[src/rtl/game_pkg.sv]
// Shared definitions for the memory-sequence game: state encoding, default
// step timeout and the one-hot test used when judging a press.
package game_pkg;

  localparam logic [2:0] ST_IDLE  = 3'd0;
  localparam logic [2:0] ST_ARM   = 3'd1;
  localparam logic [2:0] ST_WAIT  = 3'd2;
  localparam logic [2:0] ST_CHECK = 3'd3;
  localparam logic [2:0] ST_PASS  = 3'd4;
  localparam logic [2:0] ST_FAIL  = 3'd5;

  typedef enum logic [2:0] {
    IDLE       = ST_IDLE,
    ARM        = ST_ARM,
    WAIT_PRESS = ST_WAIT,
    CHECK      = ST_CHECK,
    PASS       = ST_PASS,
    FAIL       = ST_FAIL
  } state_t;

  localparam int TIMEOUT_DEFAULT = 50_000_000;

  function automatic logic is_onehot4(input logic [3:0] v);
    return (v != 4'd0) && ((v & (v - 4'd1)) == 4'd0);
  endfunction

endpackage

[src/rtl/step_timer.sv]
// Saturating per-step idle counter; expired stays high once the last allowed
// cycle has been reached, until the owner clears it.
module step_timer
  import game_pkg::*;
#(
  parameter int TIMEOUT_CYCLES = TIMEOUT_DEFAULT,
  parameter int TMR_W          = 26
) (
  input  logic clk,
  input  logic rst_n,
  input  logic clear,
  input  logic enable,
  output logic expired
);

  localparam logic [TMR_W-1:0] LAST = TMR_W'(TIMEOUT_CYCLES - 1);

  logic [TMR_W-1:0] cnt;

  always_ff @(posedge clk or negedge rst_n) begin
    if (!rst_n) begin
      cnt <= '0;
    end else if (clear) begin
      cnt <= '0;
    end else if (enable && (cnt != LAST)) begin
      cnt <= cnt + TMR_W'(1);
    end
  end

  assign expired = (cnt == LAST);

endmodule

[config.mk]
export PLATFORM = sky130hd
export DESIGN_NAME = step_timer
export DESIGN_NICKNAME = d
export VERILOG_FILES = /design/src/rtl/game_pkg.sv /design/src/rtl/step_timer.sv
export SDC_FILE = /design/constraint.sdc
export NUM_CORES = 1
export LEC_CHECK = 0
export CAP_MARGIN = 20
export CORE_MARGIN = 2
export CORE_UTILIZATION = 40
export CTS_BUF_LIST = sky130_fd_sc_hd__clkbuf_4 sky130_fd_sc_hd__clkbuf_8 sky130_fd_sc_hd__clkbuf_16
export DETAILED_ROUTE_END_ITERATION = 8
export GPL_TIMING_DRIVEN = 0
export PLACE_DENSITY = 0.64
export RECOVER_POWER = 50
export SETUP_SLACK_MARGIN = 0.3
export SLEW_MARGIN = 25
export SYNTH_ARGS = -nofsm -noshare
export SYNTH_HDL_FRONTEND = slang
export SYNTH_SLANG_ARGS = --single-unit
[constraint.sdc]
create_clock -name clk -period 2.8 [get_ports clk]
set_input_delay 0.42 -clock clk [delete_from_list [all_inputs] [get_ports clk]]
set_output_delay 0.42 -clock clk [all_outputs]
set_load 0.005 [all_outputs]
### Word level (Yosys, flattened, before mapping)

Cells that the tools add are included.

| cells by class | value |
|---|---|
| $add $sub $neg | 1 |
| equal/unequal tests | 2 |
| mux-type cells | 2 |
| reductions and logical operators | 2 |

Operators by type and width:

| kind | number |
|---|---|
| $mux W26 | 2 |
| $add A26 B1 Y26 const B | 1 |
| $eq A26 B26 Y1 const B | 1 |
| $ne A26 B26 Y1 const B | 1 |
| $reduce_bool A2 Y1 | 1 |
| $logic_and A1 B1 Y1 | 1 |

| storage, ports and cells | value |
|---|---|
| bits in registers | 26 |
| input port bits | 4 |
| output and inout port bits | 1 |
| word-level logic and storage cells | 8 |

### Longest topological paths before layout

Gate-level depths: netlist of run 1.

| logic depth | value |
|---|---|
| word-level depth | 4 |
| gate-level depth with buffers | 8 |
| mapped depth without buffers | 6 |

### Worst setup path after synthesis of run 1

OpenSTA, ideal clock, no wires.

| timing | value |
|---|---|
| path kind | flip-flop to flip-flop |
| from | reg cnt[3] |
| to | reg cnt[15] |
| setup time | 0.127 ns |
| data arrival time | 1.858 ns |
| setup slack | 0.815 ns |
| cell stages (with the launch flop) | 6 |
| path through | dfrtp_1 nand4_4 or3_4 or4_1 nor2_1 mux2_1 |

| on the way | value |
|---|---|
| cells in the longest elaborated chain, start to end | 3 |

RTL lines:

| what | RTL line | text |
|---|---|---|
| start, declared | step_timer.sv:18 | `logic [TMR_W-1:0] cnt;` |
| start signal, assigned | step_timer.sv:26 | `cnt <= cnt + TMR_W'(1);` |
| $add A26 B1 Y26 or $ne A26 B26 Y1 (tied branches) | step_timer.sv:26, step_timer.sv:25 |  |
| $mux W26 or $logic_and A1 B1 Y1 (tied branches) | step_timer.sv:25 | `end else if (enable && (cnt != LAST)) begin` |
| $mux W26 or $reduce_bool A2 Y1 (tied branches) | -- |  |

Parallel ways exist; a longest one is shown, timed or not. The select of a mux whose other input is x is not followed.
A chain may end at the register's enable or synchronous reset.

### Worst setup path in the final report of run 1

| timing | value |
|---|---|
| from | in enable |
| to | reg cnt[18] |

| on the way | value |
|---|---|
| cells in the longest elaborated chain, start to end | 2 |

RTL lines:

| what | RTL line | text |
|---|---|---|
| start, declared | step_timer.sv:12 | `input logic enable,` |
| $logic_and A1 B1 Y1 | step_timer.sv:25 |  |
| $reduce_bool A2 Y1 (no source line) | -- |  |

Every way passes these cells.

==> results.ini, run 1 <==
[run_status]
status=finished clean

[routing]
ant_nets=0
drt-pass1-iter-count=4
wire_per_inst_um=15.0
drcViolationCount=0
via_per_inst=5.61
wirelength_um=3340
via_count=1246
drt-initial-drc-count=60

[timing]
fin_hold_ws_ns=0.422
hold_viol_final=0
rsz0062_at_grt=false
setup_viol=0
finalSetupTns_ns=0
fmax_mhz=444
finalMaxSlewViolations=0
post-route-period-util_pct=80.5
slew-limit-headroom_pct=12.1
skew_ns=0.00277
worst_pin_slew_ns=1.32
post-route-min-period_ns=2.25

[cts]
cts-root-buf=clkbuf_8
clock_latency_ns=0.27
clk_pin_slew_ns=0.08
htree_levels=1
cts_inserted_buffers=3
clockBufferDepth=2
cts_sinks=26
postCtsHoldBufs=0
tritoncts=done

[logic_synthesis]
syn_area_per_cell_um2=9.40
netlist_area_um2=1500
synth_edf_count=0
ys_async_sr_fraction_pct=100
synth_top_cell_by_area=dfrtp_1
ys_seq_elements=26
syn_inst=159
synth-main-ff-cell=dfrtp_1
synthTopCellsByArea=dfrtp_1 44%, nor2_1 6.0%, xnor2_1 4.1%, xor2_1 3.5%, nand4_1 2.9%
synth_commonest_cells=26 x dfrtp_1, 24 x nor2_1, 8 x a21oi_1, 8 x nand2_1
ys_seq_area_share_pct=43.5
ys_types=43
syn_nets=164
synthDominantCellAreaShare_pct=43.5
synth_most_common_cell=dfrtp_1
ys.warnings.count=0

[grt]
first_global_vias=1275
track_usage_pct=18.0
antenna_found_initial=0
grt_overflow=0
grt_pass1_wl_um=5960
grt_max_degree=27

[pwr]
powerDensity_nw_per_um2=360
leakage_uw=0.000661
combPwrFrac_pct=4.8
p_clk_share_pct=33.6
internal_power_uw=484
p_seq_share_pct=61.6
ir_drop_mv=0.192
switching_share_pct=22.0
p_switching_uw=136

[setup_path]
required_ns=2.99
start_kind=input pin
max_stage_delay_ns=0.60
end_kind=register
cp_cell_sequence=clkdlybuf4s50_1 -> and3_1 -> buf_4 -> or4b_1 -> buf_2 -> or3_1 -> a21oi_1
critPathMaxFanout=6
path_class=input pin to register
cp.arrival_ns=2.45
crit_slowest_cell=clkdlybuf4s50_1

[finish]
reg_top3=cnt: 26 flops
largest_reg_flops=26
largest_register=cnt
drive_above_1_share_pct=17.2
diodes=0
area_growth_syn_to_layout_pct=15.3
fin_nets=181
fin_cells=222

[flow_run]
cap_violations=0

[floorplanning]
die_area_um2=4240
initial_core_util_pct=41.2
coreArea_um2=3630
rows=22
num_io_pins=5
die_width_um=65.1
die_h_um=65.1

[min_path]
hold_class=input pin to async pin

[placed_design]
dp_hpwl_um=2380
place_inst=211
io_buffer_count=4
place_congestion=0.822

[worst max-delay path, delay by kind of cell]
family	cells	cell delay, ns
AO/OA/AOI/OAI	1	0.16
AND/OR/NAND/NOR	3	0.96
buffers and inverters	3	0.91
[path summary, 6_finish.rpt]
path                               from       to  cells past startpoint  slack (ns)
worst max-delay path             enable  cnt[18]                      7        0.55
worst min-delay path              rst_n  cnt[12]                      1        0.42
worst max register to register  cnt[11]  cnt[15]                      6        0.62
worst min register to register  cnt[25]  cnt[25]                      2        0.56
max in group asynchronous         rst_n   cnt[4]                      1        1.51
min in group clk                cnt[25]  cnt[25]                      2        0.56
[what timing repair did]
action                                  4_1_cts  5_1_grt
pin swaps                                     2        3
setup buffers                                 6        2
resized for setup                             3        5
endpoints found under the setup margin        1        1
[per-layer routing]
layer	GRT usage, %	vias to the layer above	share of wire [%]
met5	0	-	0
met4	7.03	0	1.7
met3	1.54	6	3.1
met2	30.2	18	49
met1	24.2	613	46
li1	-	609	-
[kinds of logic after synthesis]
kind of cell	after synthesis	share of synthesized area [%]
buffers and inverters	11	3.18
AO/OA/AOI/OAI	24	11.0
XOR/XNOR	13	7.62
AND/OR/NAND/NOR	80	31.0
multiplexers	4	2.93
flip-flops	26	43.5
adder cells (fa/ha/maj)	1	0.837
[power by group through the flow]
stage          clock [µW]  combinational [µW]  sequential, µW
2_1_floorplan           0                13.9             388
3_3_place_gp            0                31.3             389
3_5_place_dp            0                30.9             389
4_1_cts               213                31.1             382
5_1_grt               229                34.6             382
6_report              208                30.0             382
[per-stage QoR]
step / instance area, µm² / total power [µW] / util [%] / setup WS, ns
2_1_floorplan: 1500 / 402 / - / 0.815
3_3_place_gp: 1600 / 420 / 43.9 / 0.277
3_5_place_dp: 1590 / 420 / 43.8 / 0.267
4_1_cts: 1680 / 626 / 46.3 / 0.303
5_1_grt: 1720 / 646 / 47.5 / 0.444
6_report: 1720 / 620 / 47.5 / 0.547
[area by class of cell]
class                      instances  area (µm²)
fill                             360        1910
multi-input combinational        122         823
timing repair buffer              12        96.3
buffer                             7        35.0
tap                               48        60.1
clock buffer                       3        41.3
inverter                           4        15.0
sequential                        26         653
[cell usage in the layout, fill, tap and decap left out, types with 2 or more instances in the layout]
| cell type | netlist | routed |
|---|---|---|
| o21ai_0 | 3 | 3 |
| and4_1 | 2 | 2 |
| mux2_2 | 2 | 2 |
| nor2_1 | 24 | 24 |
| or3_1 | 2 | 2 |
| xor2_1 | 6 | 6 |
| buf_4 | 1 | 9 |
| clkdlybuf4s50_1 | 0 | 2 |
| clkbuf_1 | 4 | 5 |
| nand3_1 | 7 | 6 |
| dfrtp_2 | 0 | 2 |
| clkbuf_8 | 0 | 3 |
| nand4_1 | 7 | 7 |
| nor3_1 | 5 | 5 |
| nor4b_1 | 2 | 2 |
| dfrtp_1 | 26 | 24 |
| a21oi_1 | 8 | 8 |
| or4_1 | 4 | 4 |
| o211ai_1 | 3 | 3 |
| a211oi_1 | 2 | 2 |
| nand2_1 | 8 | 8 |
| o31ai_1 | 4 | 4 |
| nor2b_1 | 4 | 4 |
| inv_1 | 4 | 4 |
| xnor2_1 | 7 | 7 |
Note: power is estimated with default switching activity, not from simulation.
==> inputs of run 2 (changes only) <==
==> constraint.sdc (replaced) <==
create_clock -name clk -period 2.34 [get_ports clk]
set_input_delay 0.351 -clock clk [delete_from_list [all_inputs] [get_ports clk]]
set_output_delay 0.351 -clock clk [all_outputs]
set_load 0.005 [all_outputs]
==> run 2 against run 1 <==
  * Routed wire length up 9.7%
  * Count of clock-buffer cells in the layout did not move
  * Worst hold slack lost 0.051 ns
  * Highest routed layer unchanged
  * Die area stayed put
  * Critical endpoint is now cnt[15]
  * Critical path depth down 2
==> results.ini, run 2 (same netlist as run 1, synthesis figures left out) <==
[run_status]
status=finished clean  ; unchanged

[cts]
htree_levels=1  ; unchanged
tritoncts=done  ; unchanged
cts_inserted_buffers=3  ; unchanged
clock_latency_ns=0.27  ; about the same
cts-root-buf=clkbuf_8  ; unchanged
cts_sinks=26  ; unchanged
clockBufferDepth=2  ; unchanged
postCtsHoldBufs=0  ; unchanged
clk_pin_slew_ns=0.08  ; about the same

[routing]
drt-pass1-iter-count=4  ; unchanged
wirelength_um=3670  ; was 3340 µm
via_count=1325  ; was 1246
drt-initial-drc-count=93  ; was 60
via_per_inst=5.64  ; was 5.61
drt-met1-wl_um=1600  ; was 1530 µm
drcViolationCount=0  ; unchanged
wl_met2_um=1870  ; was 1650 µm
wl_met3_um=121  ; was 104 µm
ant_nets=0  ; unchanged
wire_per_inst_um=15.6  ; was 15.0 µm
routed.top_layer=met4  ; unchanged

[floorplanning]
rows=22  ; unchanged
initial_core_util_pct=41.2  ; unchanged
coreArea_um2=3630  ; unchanged
die_width_um=65.1  ; unchanged
die_h_um=65.1  ; unchanged
die_area_um2=4240  ; unchanged
num_io_pins=5  ; unchanged

[placed_design]
io_buffer_count=4  ; unchanged
place_inst=211  ; unchanged
place_congestion=0.822  ; unchanged
dp_hpwl_um=2380  ; unchanged

[grt]
track_usage_pct=18.5  ; was 18.0%
grt_max_degree=27  ; unchanged
grt_overflow=0  ; unchanged
antenna_found_initial=0  ; unchanged
grt_pass1_wl_um=6150  ; was 5960 µm
first_global_vias=1359  ; was 1275

[pwr]
power_uw=751  ; was 620 µW
leakage_uw=0.000723  ; was 0.000661 µW
ir_drop_mv=0.218  ; was 0.192 mV
powerDensity_nw_per_um2=395  ; was 360 nW/µm²

[setup_path]
r2r_end=cnt[15]  ; unchanged
crit_slowest_cell=or4_4  ; was clkdlybuf4s50_1
max_stage_delay_ns=0.50  ; was 0.60 ns
r2r_slack_ns=0.31  ; was 0.62 ns
cp.arrival_ns=2.19  ; was 2.45 ns
start_kind=register  ; was input pin
worstReg2RegStart=cnt[8]  ; was cnt[11]
cp_cell_sequence=nand4_1 -> or3_4 -> or4_4 -> nor2_4 -> mux2_4  ; was clkdlybuf4s50_1 -> and3_1 -> buf_4 -> or4b_1 -> buf_2 -> or3_1 -> a21oi_1
end_kind=register  ; unchanged
path_class=register to register  ; was input pin to register
critPathMaxFanout=6  ; unchanged
required_ns=2.50  ; was 2.99 ns
ff2ff_path_depth=5  ; was 6

[timing]
hold_viol_final=0  ; unchanged
slew-limit-headroom_pct=9.29  ; was 12.1%
setup_viol=0  ; unchanged
fmax_mhz=494
worst_pin_slew_ns=1.36  ; was 1.32 ns
finalSetupTns_ns=0  ; unchanged
rsz0062_at_grt=true  ; was false
post-route-min-period_ns=2.03
finalMaxSlewViolations=0  ; unchanged
post-route-period-util_pct=86.6
skew_ns=0.00215  ; was 0.00277 ns

[finish]
final_common_cell=dfrtp_1
fin_util_pct=52.3  ; was 47.5%
fin_cells=235  ; was 222
fin_nets=194  ; was 181
diodes=0  ; unchanged
largest_reg_flops=26  ; unchanged
largest_register=cnt  ; unchanged
drive_above_1_share_pct=31.6  ; was 17.2%
final_cell_mix=24 x dfrtp_1, 23 x nor2_1, 19 x buf_4  ; was 24 x nor2_1, 24 x dfrtp_1, 9 x buf_4
reg_top3=cnt: 26 flops  ; unchanged
area_growth_syn_to_layout_pct=27.2  ; was 15.3%

[min_path]
hold_class=input pin to async pin  ; unchanged

[flow_run]
cap_violations=0  ; unchanged

## run 2: cell count changes in the layout (fill, tap and decap cells not counted), moves of 2 or more
cell / change
buf_4: +10
buf_6: +5
a21oi_1: -3
a21oi_2: +3
nor3_1: -2
nor3_2: +2
nor4bb_2: +2
## run 2: report_power, final
| part | leakage (µW) | internal, µW | switching [µW] |
|---|---|---|---|
| logic | 0.000343 | 16.2 | 30.1 |
| registers | 0.000359 | 452 | 2.73 |
| clock network | 0.0000216 | 115 | 134 |
| total | 0.000723 | 584 | 167 |
## run 2: worst max path at each step
stage,start,cells past startpoint,slack [ns],endpoint
after global routing,cnt[11],6,0.24,cnt[15]
final,cnt[8],5,0.31,cnt[15]
after floorplan,cnt[3],5,0.35,cnt[15]
after CTS,cnt[6],5,0.26,expired
after global placement,enable,5,-0.11,cnt[13]
after detailed placement,enable,7,-0.12,cnt[18]
## run 2: routing by layer
layer	GRT usage, %	vias up
met5	0	-
met3	1.88	7
met1	24.2	655
met2	30.8	25
met4	8.85	0
li1	-	638
## run 2: what timing repair did
item | CTS | global route
pin swaps | 7 | 8
resized for setup | 14 | 22
cloned | 0 | 0
endpoints found under the setup margin | 11 | 10
setup buffers | 14 | 7
## run 2: cell type report
| cell class | count | area, µm² |
|---|---|---|
| inverters | 4 | 15.0 |
| multi-input cells | 122 | 880 |
| fillers | 344 | 1730 |
| plain buffers | 7 | 60.1 |
| clock buffers | 3 | 41.3 |
| flip-flops and latches | 26 | 653 |
| well taps | 48 | 60.1 |
| repair buffers | 25 | 193 |
## run 2: critical path: cells and delay by family, from the launching register on
kind,cells,cell delay [ns]
mux,1,0.30
simple gates,4,1.14
flops,1,0.47
## run 2: through the flow
step	worst slack, ns	instance area (µm²)	hold WS [ns]
after floorplan	0.355	1500	0.0554
after detailed placement	-0.124	1590	0.378
final	0.314	1900	0.371
after global placement	-0.114	1600	0.530
after CTS	0.256	1780	0.0858
after global routing	0.239	1900	0.510
==> inputs of run 3 (changes only) <==
--- a/config.mk
+++ b/config.mk
@@ -6,9 +6,7 @@
 export NUM_CORES = 1
 export LEC_CHECK = 0
 export CAP_MARGIN = 20
-export CORE_MARGIN = 2
 export CORE_UTILIZATION = 40
-export CTS_BUF_LIST = sky130_fd_sc_hd__clkbuf_4 sky130_fd_sc_hd__clkbuf_8 sky130_fd_sc_hd__clkbuf_16
 export DETAILED_ROUTE_END_ITERATION = 8
 export GPL_TIMING_DRIVEN = 0
 export PLACE_DENSITY = 0.64
==> run 3 against run 2 <==
  * Worst setup slack worse by 0.073 ns
  * Total power up 5.7%
  * Register-to-register slack worse by 0.07 ns
  * Utilization up 3.1 points
  * Final area up 1.1%
  * Sequential power about the same
  * Maximum frequency down 3.5%
  * Routed wire length up 2.7%
  * Via count up 2.5%
  * Sequential share of layout area down 0.18 points
  * Critical endpoint unchanged
==> results.ini, run 3 (same netlist as run 1, synthesis figures left out) <==
[pwr]
p_clk_share_pct=36.7  ; was 33.3%
switching_share_pct=21.9  ; was 22.3%
combPwrFrac_pct=6.0  ; was 6.2%
ir_drop_mv=0.259  ; was 0.218 mV
leakage_uw=0.000747  ; was 0.000723 µW
powerDensity_nw_per_um2=413  ; was 395 nW/µm²
internal_power_uw=620  ; was 584 µW
p_switching_uw=174  ; was 167 µW
p_seq_share_pct=57.3  ; was 60.6%

[floorplanning]
die_width_um=63.1  ; was 65.1 µm
num_io_pins=5  ; unchanged
initial_core_util_pct=43.1  ; was 41.2%
rows=21  ; was 22
coreArea_um2=3470  ; was 3630 µm²
die_area_um2=3990  ; was 4240 µm²
die_h_um=63.1  ; was 65.1 µm

[placed_design]
dp_hpwl_um=2350  ; was 2380 µm
io_buffer_count=4  ; unchanged
place_congestion=0.826  ; was 0.822

[grt]
grt_max_degree=27  ; unchanged
first_global_vias=1320  ; was 1359
grt_pass1_wl_um=6140  ; was 6150 µm
grt_overflow=0  ; unchanged
antenna_found_initial=0  ; unchanged
track_usage_pct=19.6  ; was 18.5%

[routing]
wirelength_um=3760  ; was 3670 µm
drt-initial-drc-count=63  ; was 93
ant_nets=0  ; unchanged
drt-pass1-iter-count=4  ; unchanged
wire_per_inst_um=16.1  ; was 15.6 µm
via_per_inst=5.80  ; was 5.64
drcViolationCount=0  ; unchanged
via_count=1358  ; was 1325

[timing]
rsz0062_at_grt=true  ; unchanged
worst_pin_slew_ns=1.42  ; was 1.36 ns
finalMaxSlewViolations=0  ; unchanged
post-route-period-util_pct=89.7  ; was 86.6%
fmax_mhz=476  ; was 494 MHz
fin_hold_ws_ns=0.390  ; was 0.371 ns
post-route-min-period_ns=2.10  ; was 2.03 ns
hold_viol_final=0  ; unchanged
slew-limit-headroom_pct=5.59  ; was 9.29%
skew_ns=0.00201  ; was 0.00215 ns
setup_viol=0  ; unchanged
finalSetupTns_ns=0  ; unchanged

[finish]
final_common_cell=nor2_1  ; was dfrtp_1
fin_nets=194  ; unchanged
seqCellArea_um2=657  ; was 653 µm²
reg_top3=cnt: 26 flops  ; unchanged
largest_register=cnt  ; unchanged
diodes=0  ; unchanged
fillers=298  ; was 344
drive_above_1_share_pct=31.4  ; was 31.6%
final_cell_mix=23 x nor2_1, 21 x dfrtp_1, 20 x buf_4  ; was 24 x dfrtp_1, 23 x nor2_1, 19 x buf_4
area_growth_syn_to_layout_pct=28.6  ; was 27.2%
largest_reg_flops=26  ; unchanged
multi_input_area_um2=890  ; was 880 µm²

[setup_path]
r2r_end=cnt[15]  ; unchanged
r2r_slack_ns=0.24  ; was 0.31 ns
end_kind=register  ; unchanged
path_class=register to register  ; unchanged
ff2ff_path_depth=6  ; was 5
cp.arrival_ns=2.26  ; was 2.19 ns
required_ns=2.50  ; about the same
start_kind=register  ; unchanged
worstReg2RegStart=cnt[11]  ; was cnt[8]
critPathMaxFanout=8  ; was 6

[cts]
cts_inserted_buffers=3  ; unchanged
htree_levels=1  ; unchanged
tritoncts=done  ; unchanged
cts-root-buf=clkbuf_8  ; unchanged
clockBufferDepth=2  ; unchanged
clock_latency_ns=0.27  ; about the same
cts_sinks=26  ; unchanged
clk_pin_slew_ns=0.09  ; was 0.08 ns

[min_path]
hold_class=input pin to async pin  ; unchanged

[flow_run]
cap_violations=0  ; unchanged

[run_status]
status=finished clean  ; unchanged

run 3: cell count changes in the layout (fill, tap and decap cells not counted), moves of 2 or more:
cell,previous run,this run
dfrtp_1,24,21
nor4bb_2,2,0
nor4bb_4,0,2
dfrtp_2,2,5
nor3_2,2,0
run 3: stage by stage:
step,setup WS [ns],cells,power (µW),instance area (µm²),utilization (%)
final,0.241,234,794,1920,55.4
after detailed placement,-0.142,209,503,1590,45.8
after global routing,0.203,234,827,1920,55.4
after global placement,-0.108,209,503,1590,45.9
after CTS,0.223,227,796,1790,51.5
after floorplan,0.355,159,481,1500,-
run 3: worst max path at each step:
stage / endpoint / cells past startpoint / start / slack, ns
detailed placement: cnt[13] / 5 / enable / -0.14
finish: cnt[15] / 6 / cnt[11] / 0.24
CTS: cnt[15] / 6 / cnt[6] / 0.22
global route: cnt[15] / 6 / cnt[11] / 0.20
global placement: cnt[22] / 8 / enable / -0.11
floorplan: cnt[15] / 5 / cnt[3] / 0.35
run 3: layout make-up:
cell class,instances,area share (%)
timing repair buffer,25,10.0
tap,46,2.99
buffer,7,2.93
multi-input combinational,122,46.3
sequential,26,34.2
inverter,4,0.781
clock buffer,4,2.86
run 3: per-layer routing:
metal  GRT usage, %  vias to the layer above  part of all wire (%)
li1               -                      633                     -
met1           26.7                      662                    45
met2           32.1                       48                    47
met3           3.99                       15                   4.9
met4           3.49                        0                   3.0
met5              0                        -                     0
run 3: timing repair:
item	in CTS	in global routing
pin swaps	4	8
buffers inserted	14	7
setup endpoints to repair	12	16
cloned	0	0
gates resized for setup	13	23
hold buffers	0	0
hold endpoints to repair	0	0
run 3: critical path, stage by stage, from the launching register on:
cell and delay [ns]:
dfrtp_1 0.36, buf_6 0.13, nand4_1 0.10, or3_4 0.42
or4_4 0.56, nor2_4 0.13, mux2_4 0.30
run 3: power by group through the flow:
stage | clock network [µW] | registers, µW | logic [µW]
global placement | 0 | 465 | 37.5
finish | 291 | 455 | 47.9
CTS | 297 | 455 | 44.1
global route | 317 | 456 | 54.1
floorplan | 0 | 465 | 16.6
detailed placement | 0 | 465 | 37.7
